<file path="src/rtl/button_debounce_edge_pkg.sv">
// Shared constants for the button conditioning blocks. Debounce lengths are
// derived from the board clock so that callers can state them in microseconds.
package button_debounce_edge_pkg;

    localparam int CLK_FREQ_HZ = 12_000_000;

    function automatic int cycles_from_us(input int us);
        return (CLK_FREQ_HZ / 1_000_000) * us;
    endfunction

    // 1 ms settle time
    localparam int DEBOUNCE_CYCLES_DEF = cycles_from_us(1000);

endpackage

</file>
<file path="src/rtl/sync2.sv">
// Generic two-flop synchroniser for external asynchronous inputs, reset to 0.
module sync2 (
    input  logic clk,
    input  logic rst,
    input  logic d,
    output logic q
);

    logic s1_q;
    logic s2_q;

    always_ff @(posedge clk or posedge rst) begin
        if (rst) begin
            s1_q <= 1'b0;
            s2_q <= 1'b0;
        end else begin
            s1_q <= d;
            s2_q <= s1_q;
        end
    end

    assign q = s2_q;

endmodule

</file>
<file path="src/rtl/button_debounce_edge.sv">
// Push-button conditioner: synchronise, debounce with a stability counter, and
// emit a clean level, one-cycle rise/fall pulses and a press toggle.
module button_debounce_edge
    import button_debounce_edge_pkg::*;
#(
    parameter int DEBOUNCE_CYCLES = DEBOUNCE_CYCLES_DEF,
    parameter int CNT_WIDTH       = $clog2(DEBOUNCE_CYCLES),
    parameter bit ACTIVE_LOW      = 1'b0
) (
    input  logic clk,
    input  logic rst,
    input  logic btn_raw,
    output logic btn_level,
    output logic btn_rise,
    output logic btn_fall,
    output logic btn_toggle
);

    localparam logic [CNT_WIDTH-1:0] CNT_MAX = CNT_WIDTH'(DEBOUNCE_CYCLES - 1);

    logic                 d_in;
    logic                 s2;
    logic [CNT_WIDTH-1:0] cnt_q, cnt_d;
    logic                 arm_q, arm_d;
    logic                 level_q, level_d;
    logic                 rise_q, rise_d;
    logic                 fall_q, fall_d;
    logic                 tog_q, tog_d;

    assign d_in = btn_raw ^ ACTIVE_LOW;

    sync2 u_sync (
        .clk (clk),
        .rst (rst),
        .d   (d_in),
        .q   (s2)
    );

    // The first mismatching edge only arms the counter, so a new level must be
    // seen on DEBOUNCE_CYCLES+1 consecutive edges before it is accepted.
    always_comb begin
        cnt_d   = cnt_q;
        arm_d   = arm_q;
        level_d = level_q;
        rise_d  = 1'b0;
        fall_d  = 1'b0;
        tog_d   = tog_q;
        if (s2 == level_q) begin
            cnt_d = '0;
            arm_d = 1'b0;
        end else if (!arm_q) begin
            arm_d = 1'b1;
        end else if (cnt_q == CNT_MAX) begin
            level_d = s2;
            cnt_d   = '0;
            arm_d   = 1'b0;
            rise_d  = s2;
            fall_d  = ~s2;
            tog_d   = tog_q ^ s2;
        end else begin
            cnt_d = cnt_q + CNT_WIDTH'(1);
        end
    end

    always_ff @(posedge clk or posedge rst) begin
        if (rst) begin
            cnt_q   <= '0;
            arm_q   <= 1'b0;
            level_q <= 1'b0;
            rise_q  <= 1'b0;
            fall_q  <= 1'b0;
            tog_q   <= 1'b0;
        end else begin
            cnt_q   <= cnt_d;
            arm_q   <= arm_d;
            level_q <= level_d;
            rise_q  <= rise_d;
            fall_q  <= fall_d;
            tog_q   <= tog_d;
        end
    end

    assign btn_level  = level_q;
    assign btn_rise   = rise_q;
    assign btn_fall   = fall_q;
    assign btn_toggle = tog_q;

endmodule

</file>
<file path="config.mk">
export PLATFORM = sky130hd
export DESIGN_NAME = button_debounce_edge
export DESIGN_NICKNAME = d
export VERILOG_FILES = /design/src/rtl/button_debounce_edge_pkg.sv /design/src/rtl/sync2.sv /design/src/rtl/button_debounce_edge.sv
export SDC_FILE = /design/constraint.sdc
export NUM_CORES = 1
export LEC_CHECK = 0
export ABC_AREA = 1
export CAP_MARGIN = 15
export CORE_UTILIZATION = 50
export CTS_BUF_LIST = sky130_fd_sc_hd__clkbuf_4
export DETAILED_ROUTE_END_ITERATION = 10
export GPL_TIMING_DRIVEN = 0
export PLACE_DENSITY_LB_ADDON = 0.25
export SETUP_SLACK_MARGIN = 0.3
export SLEW_MARGIN = 5
export SYNTH_ARGS = -nofsm -noshare
export SYNTH_HDL_FRONTEND = slang
export SYNTH_SLANG_ARGS = --single-unit
</file>
<file path="constraint.sdc">
create_clock -name clk -period 1.65 [get_ports clk]
set_input_delay 0.2475 -clock clk [delete_from_list [all_inputs] [get_ports clk]]
set_output_delay 0.2475 -clock clk [all_outputs]
set_load 0.01 [all_outputs]
</file>
=== Word-level counts from Yosys, hierarchy flattened ===
Index checks and enable logic that the tools add are counted.

* Flip-flop bits (word level): 21
* Bits of input ports: 3
* Output and inout bits: 4
* Word-level logic and storage cells: 28

* Add/sub/neg operators: 1
* Equal/unequal tests: 2
* Muxes and demuxes: 12
* Bitwise operators: 3
* Reductions and logical operators: 2

{| class="wikitable"
|+ Operators with widths
! cell !! count
|-
| 14-bit two-way mux || 3
|-
| 14-bit by 1-bit adder with 14-bit output, second input constant || 1
|-
| 14-bit == test, second input constant || 1
|-
| 1-bit two-way mux || 9
|-
| 3-bit AND reduction || 1
|-
| 1-bit NOT || 2
|-
| 2-bit nonzero test || 1
|-
| 1-bit == test || 1
|-
| 1-bit XOR || 1
|}

=== Longest topological paths before layout ===
* Depth in word-level cells: 4
* Gate-level depth with buffers: 9
* Depth with buffers taken out: 8

=== Cells and area by module ===
From an unflattened synthesis, not the netlist that was laid out.

* Cell total of the unflattened synthesis: 156
* Area total of the unflattened synthesis: 1186.1 um^2

{| class="wikitable"
|+ By module, submodules not included
! module !! instances !! cells an instance !! area each (um^2) !! sequential area each (um^2)
|-
| button_debounce_edge || 1 || 153 || 1132.3 || 475.5
|-
| sync2 || 1 || 3 || 53.8 || 50.0
|}

=== Worst setup path after synthesis ===
Ideal clock, no wire load.

* Path type: reg2reg
* Start point: reg cnt_q[0]
* End point: reg cnt_q[6]
* Setup time: 0.126 ns
* Arrival time: 1.154 ns
* Required time: 1.524 ns
* Slack: 0.370 ns
* Cell stages (with the launch flop): 9
* Buffers on the path: 0
* Clock period less this slack: 1.280 ns
* Cell sequence: dfrtp_1 ha_1 nand2_1 inv_1 nand3_1 nor2_2 nor2_4 nand2_1 o21ai_0

* Word-level cells in the longest chain between the ends: 4
* Elaborated cells between the ends (all ways): 5
* Classes of those cells: 1 x add/sub; 1 x eq/ne; 3 x mux

{| class="wikitable"
|+ RTL lines
! item !! RTL line !! RTL
|-
| from (decl) || button_debounce_edge.sv:23 || <nowiki>logic [CNT_WIDTH-1:0] cnt_q, cnt_d;</nowiki>
|-
| from (signal assigned) || button_debounce_edge.sv:74 || <nowiki>cnt_q <= cnt_d;</nowiki>
|-
| 14-bit by 1-bit adder with 14-bit output or 14-bit == test (tied branches) || button_debounce_edge.sv:61, button_debounce_edge.sv:53 ||
|-
| 14-bit two-way mux (*) || button_debounce_edge.sv:53 || <nowiki>end else if (cnt_q == CNT_MAX) begin</nowiki>
|-
| 14-bit two-way mux (*) || button_debounce_edge.sv:51 || <nowiki>end else if (!arm_q) begin</nowiki>
|-
| 14-bit two-way mux (*) || button_debounce_edge.sv:48 || <nowiki>if (s2 == level_q) begin</nowiki>
|}

Mark *: on every way between the ends. The rest lies on a longest branch, timed or not. The select of a mux whose other input is x is not followed.
A chain may end at the register's enable or synchronous reset.

=== Worst setup path after layout ===
* Start point: reg cnt_q[0]
* End point: reg tog_q (netlist: btn_toggle)

* Word-level cells in the longest chain between the ends: 2

{| class="wikitable"
|+ RTL lines
! item !! RTL line !! RTL
|-
| 14-bit == test || button_debounce_edge.sv:53 ||
|-
| 3-bit AND reduction (no source line) || - ||
|-
| to (signal assigned) || button_debounce_edge.sv:79 || <nowiki>tog_q <= tog_d;</nowiki>
|-
| to (decl) || button_debounce_edge.sv:28 || <nowiki>logic tog_q, tog_d;</nowiki>
|}

No other way between the ends.

==> impl_metrics.yaml <==
detailed_routing:
  vias: 1152
  viasPerCell: 5.460
  wl_per_cell_um: 13.84
  drtIter0Drc: 59
  postRouteAntennaNets: 0
  dr.pass1.iters: 4
  routed_wl_um: 2921
  drc: 0
setup_path:
  path_cells: "ha_2 -> nand2_2 -> inv_4 -> nand4_1 -> nor2_2 -> nand2_1 -> nand2_1 -> nand2_1"
  endpoint_kind: "flip-flop"
  crit_arrival_ns: 1.58
  path_max_fanout: 4
  worst-setup-path-type: "flip-flop to flip-flop"
  max_stage_delay_ns: 0.38
  crit_top_cell: "nand2_1"
  crit_slowest_cell: "dfrtp_1"
  required_ns: 1.86
  cp-start-kind: "flip-flop"
floorplan:
  core_region_area_um2: 2276
  dieArea_um2: 2678
  pin_count: 7
  chipWidth_um: 51.75
  fp.dieH_um: 51.75
  start_util_pct: 54.37
  rows: 17
place:
  gp_congestion: 0.8971
  hpwl_um: 1922
  io_buffers: 6
global_routing:
  grt_overflow: 0
  grt_pass1_vias: 1047
  grt_max_degree: 22
  grt_pass1_wl_um: 4422
  track_usage_pct: 22.88
  antenna_found_initial: 0
sta:
  worstMarginPinSlew_ns: 0.7893
  final_max_slew_viol_count: 0
  skew_ns: 0.001901
  slew_headroom_pct: 47.32
  rsz0062_at_grt: "yes"
  finalCriticalPeriod_ns: 1.367
  finalSetupViolations: 0
  finalSetupTns_ns: 0
  clock.fmax_mhz: 731.4
  period_share_pct: 82.86
  hold_viol_final: 0
clocking:
  cts_max_level: 1
  clockBufferDepth: 2
  cts-buffers-inserted: 3
  clockRootBuffer: "clkbuf_4"
  cts_tree: "done"
  clk_pin_slew_ns: 0.12
  insertion_delay_ns: 0.30
  clock_sink_count: 21
  ctsHoldBuffers: 0
job:
  cap_violations: 0
pwr:
  max-vdd-ir-drop_uv: 628.3
  powerDensity_nw_per_um2: 574.5
  p_leak_nw: 0.7388
run_status:
  outcome: "finished, final reports clean"
layout:
  utilization_pct: 66.57
  diodes: 0
  fin_nets: 189
  final_layout_size_suffix_gt1_share_pct: 26.78
  areaGrowthSynthToFinish_pct: 22.45
  n_fill_cell: 186
synth:
  netlist_area_um2: 1237
  yosysUniqueCellTypes: 24
  synth_fp_nets: 170
  synth_seq_area_share_pct: 42.47
  synth_top_area_share_pct: 42.47
  syn_avg_cell_area_um2: 7.500
  synthCells: 165
  yosysTopAreaCell: "dfrtp_1"
  synth_seq_cells: 21
  yosysWarnings: 0
  synth.area.top_cells: "dfrtp_1 (42%), nand2_1 (17%), nand3_1 (7.3%), inv_1 (5.5%), nor2_1 (4.9%)"
min_path:
  hold_path.class: "primary input to asynchronous set/reset pin"
==> cell families (layout without fill, tap and decap cells) <==
logic type / after synthesis / in the layout / synth area share [%]
AO/OA/AOI/OAI: 11 / 11 / 5.561
XOR/XNOR: 5 / 5 / 4.146
adder cells (fa/ha/maj): 2 / 2 / 2.022
buffers and inverters: 21 / 39 / 6.875
flip-flops: 21 / 21 / 42.47
AND/OR/NAND/NOR: 105 / 105 / 38.93
==> report_power, final <==
part	internal [W]	switching, W
Combinational	0.0000252	0.0000430
Sequential	0.000522	0.00000886
Clock	0.000111	0.000160
Total	0.000658	0.000212
==> cell type report <==
| type | count | area (um^2) | share of cell area [%] |
|---|---|---|---|
| multi-input combinational | 123 | 705.7 | 46.57 |
| buffer | 2 | 22.52 | 1.486 |
| inverter | 19 | 77.57 | 5.120 |
| sequential | 21 | 528.0 | 34.85 |
| timing repair buffer | 14 | 116.4 | 7.680 |
| tap | 28 | 35.03 | 2.312 |
| clock buffer | 4 | 30.03 | 1.982 |
==> registers in the layout, summed over array words and instances, names as in the netlist <==
register	count
arm_q	1
cnt_q	14
btn_rise	1
btn_toggle	1
btn_fall	1
btn_level	1
u_sync.s1_q	1
u_sync.q	1
==> cell usage in the layout, fill, tap and decap left out, types with 2 or more instances in the layout <==
master           synthesis  final
buf_4                    1      7
buf_6                    0      2
clkbuf_4                 0      4
clkdlybuf4s50_1          0      2
dfrtp_1                 21     19
dfrtp_2                  0      2
dlygate4sd2_1            0      3
inv_1                   18     14
inv_2                    0      2
inv_4                    0      2
nand2_1                 55     47
nand2_2                  1      9
nand3_1                 18     15
nand3_2                  0      2
nand3b_1                 2      2
nand4_1                  5      5
nor2_1                  16     11
nor2_2                   1      4
nor2_4                   4      6
nor3_1                   2      2
o21ai_0                  3      2
o21ai_1                  3      4
o21ai_2                  3      3
xor2_1                   3      3
==> per-layer routing <==
metal / GRT usage (%) / routed length (um)
met5: 0 / 0
met4: 11.71 / 64
met3: 2.632 / 92
met2: 38.74 / 1503
met1: 28.54 / 1261
==> metrics by stage <==
| stage | area, um^2 | hold WS (ns) | std cells | setup WS [ns] | power, W |
|---|---|---|---|---|---|
| 6_report | 1515 | 0.3695 | 211 | 0.2827 | 0.0008705 |
| 5_1_grt | 1515 | 0.3605 | 211 | 0.2192 | 0.0009012 |
| 4_1_cts | 1400 | 0.3728 | 206 | 0.2024 | 0.0008654 |
| 3_5_place_dp | 1333 | 0.3465 | 199 | 0.1923 | 0.0005988 |
| 3_3_place_gp | 1333 | 0.3393 | 199 | 0.2459 | 0.0005953 |
| 2_1_floorplan | 1237 | 0.2240 | 165 | 0.3700 | 0.0005797 |
==> what timing repair did <==
item,CTS,global route
pin swaps,2,11
setup buffers,3,4
gates cloned,0,1
setup endpoints to repair,20,18
resized for setup,8,30
==> final timing paths <==
path / startpoint / end / slack [ns] / cells after the start
max: cnt_q[0] / btn_toggle / 0.28 / 8
min: rst / u_sync.s1_q / 0.37 / 2
max reg2reg: cnt_q[0] / btn_toggle / 0.28 / 8
min reg2reg: u_sync.s1_q / u_sync.q / 0.37 / 0
max in group asynchronous: rst / cnt_q[10] / 0.74 / 2
min in group clk: btn_raw / u_sync.s1_q / 0.37 / 1
==> synthesized netlist by cell type (all sizes together) <==
master	count
o21ai	9
nor3	2
dfrtp	21
clkinv	1
buf	2
nor2	21
nand2	57
nand3	18
nand4	5
xor2	3
ha	2
a21o	1
nand3b	2
a21oi	1
xnor2	2
inv	18
==> worst max-delay path, delay by kind of cell, from the launching register on <==
| kind | cells | cell delay [ns] |
|---|---|---|
| adders and majority gates | 1 | 0.21 |
| buffers and inverters | 1 | 0.09 |
| DFF | 1 | 0.38 |
| and+or+nand+nor | 6 | 0.60 |
(Power assumes the default switching activity.)
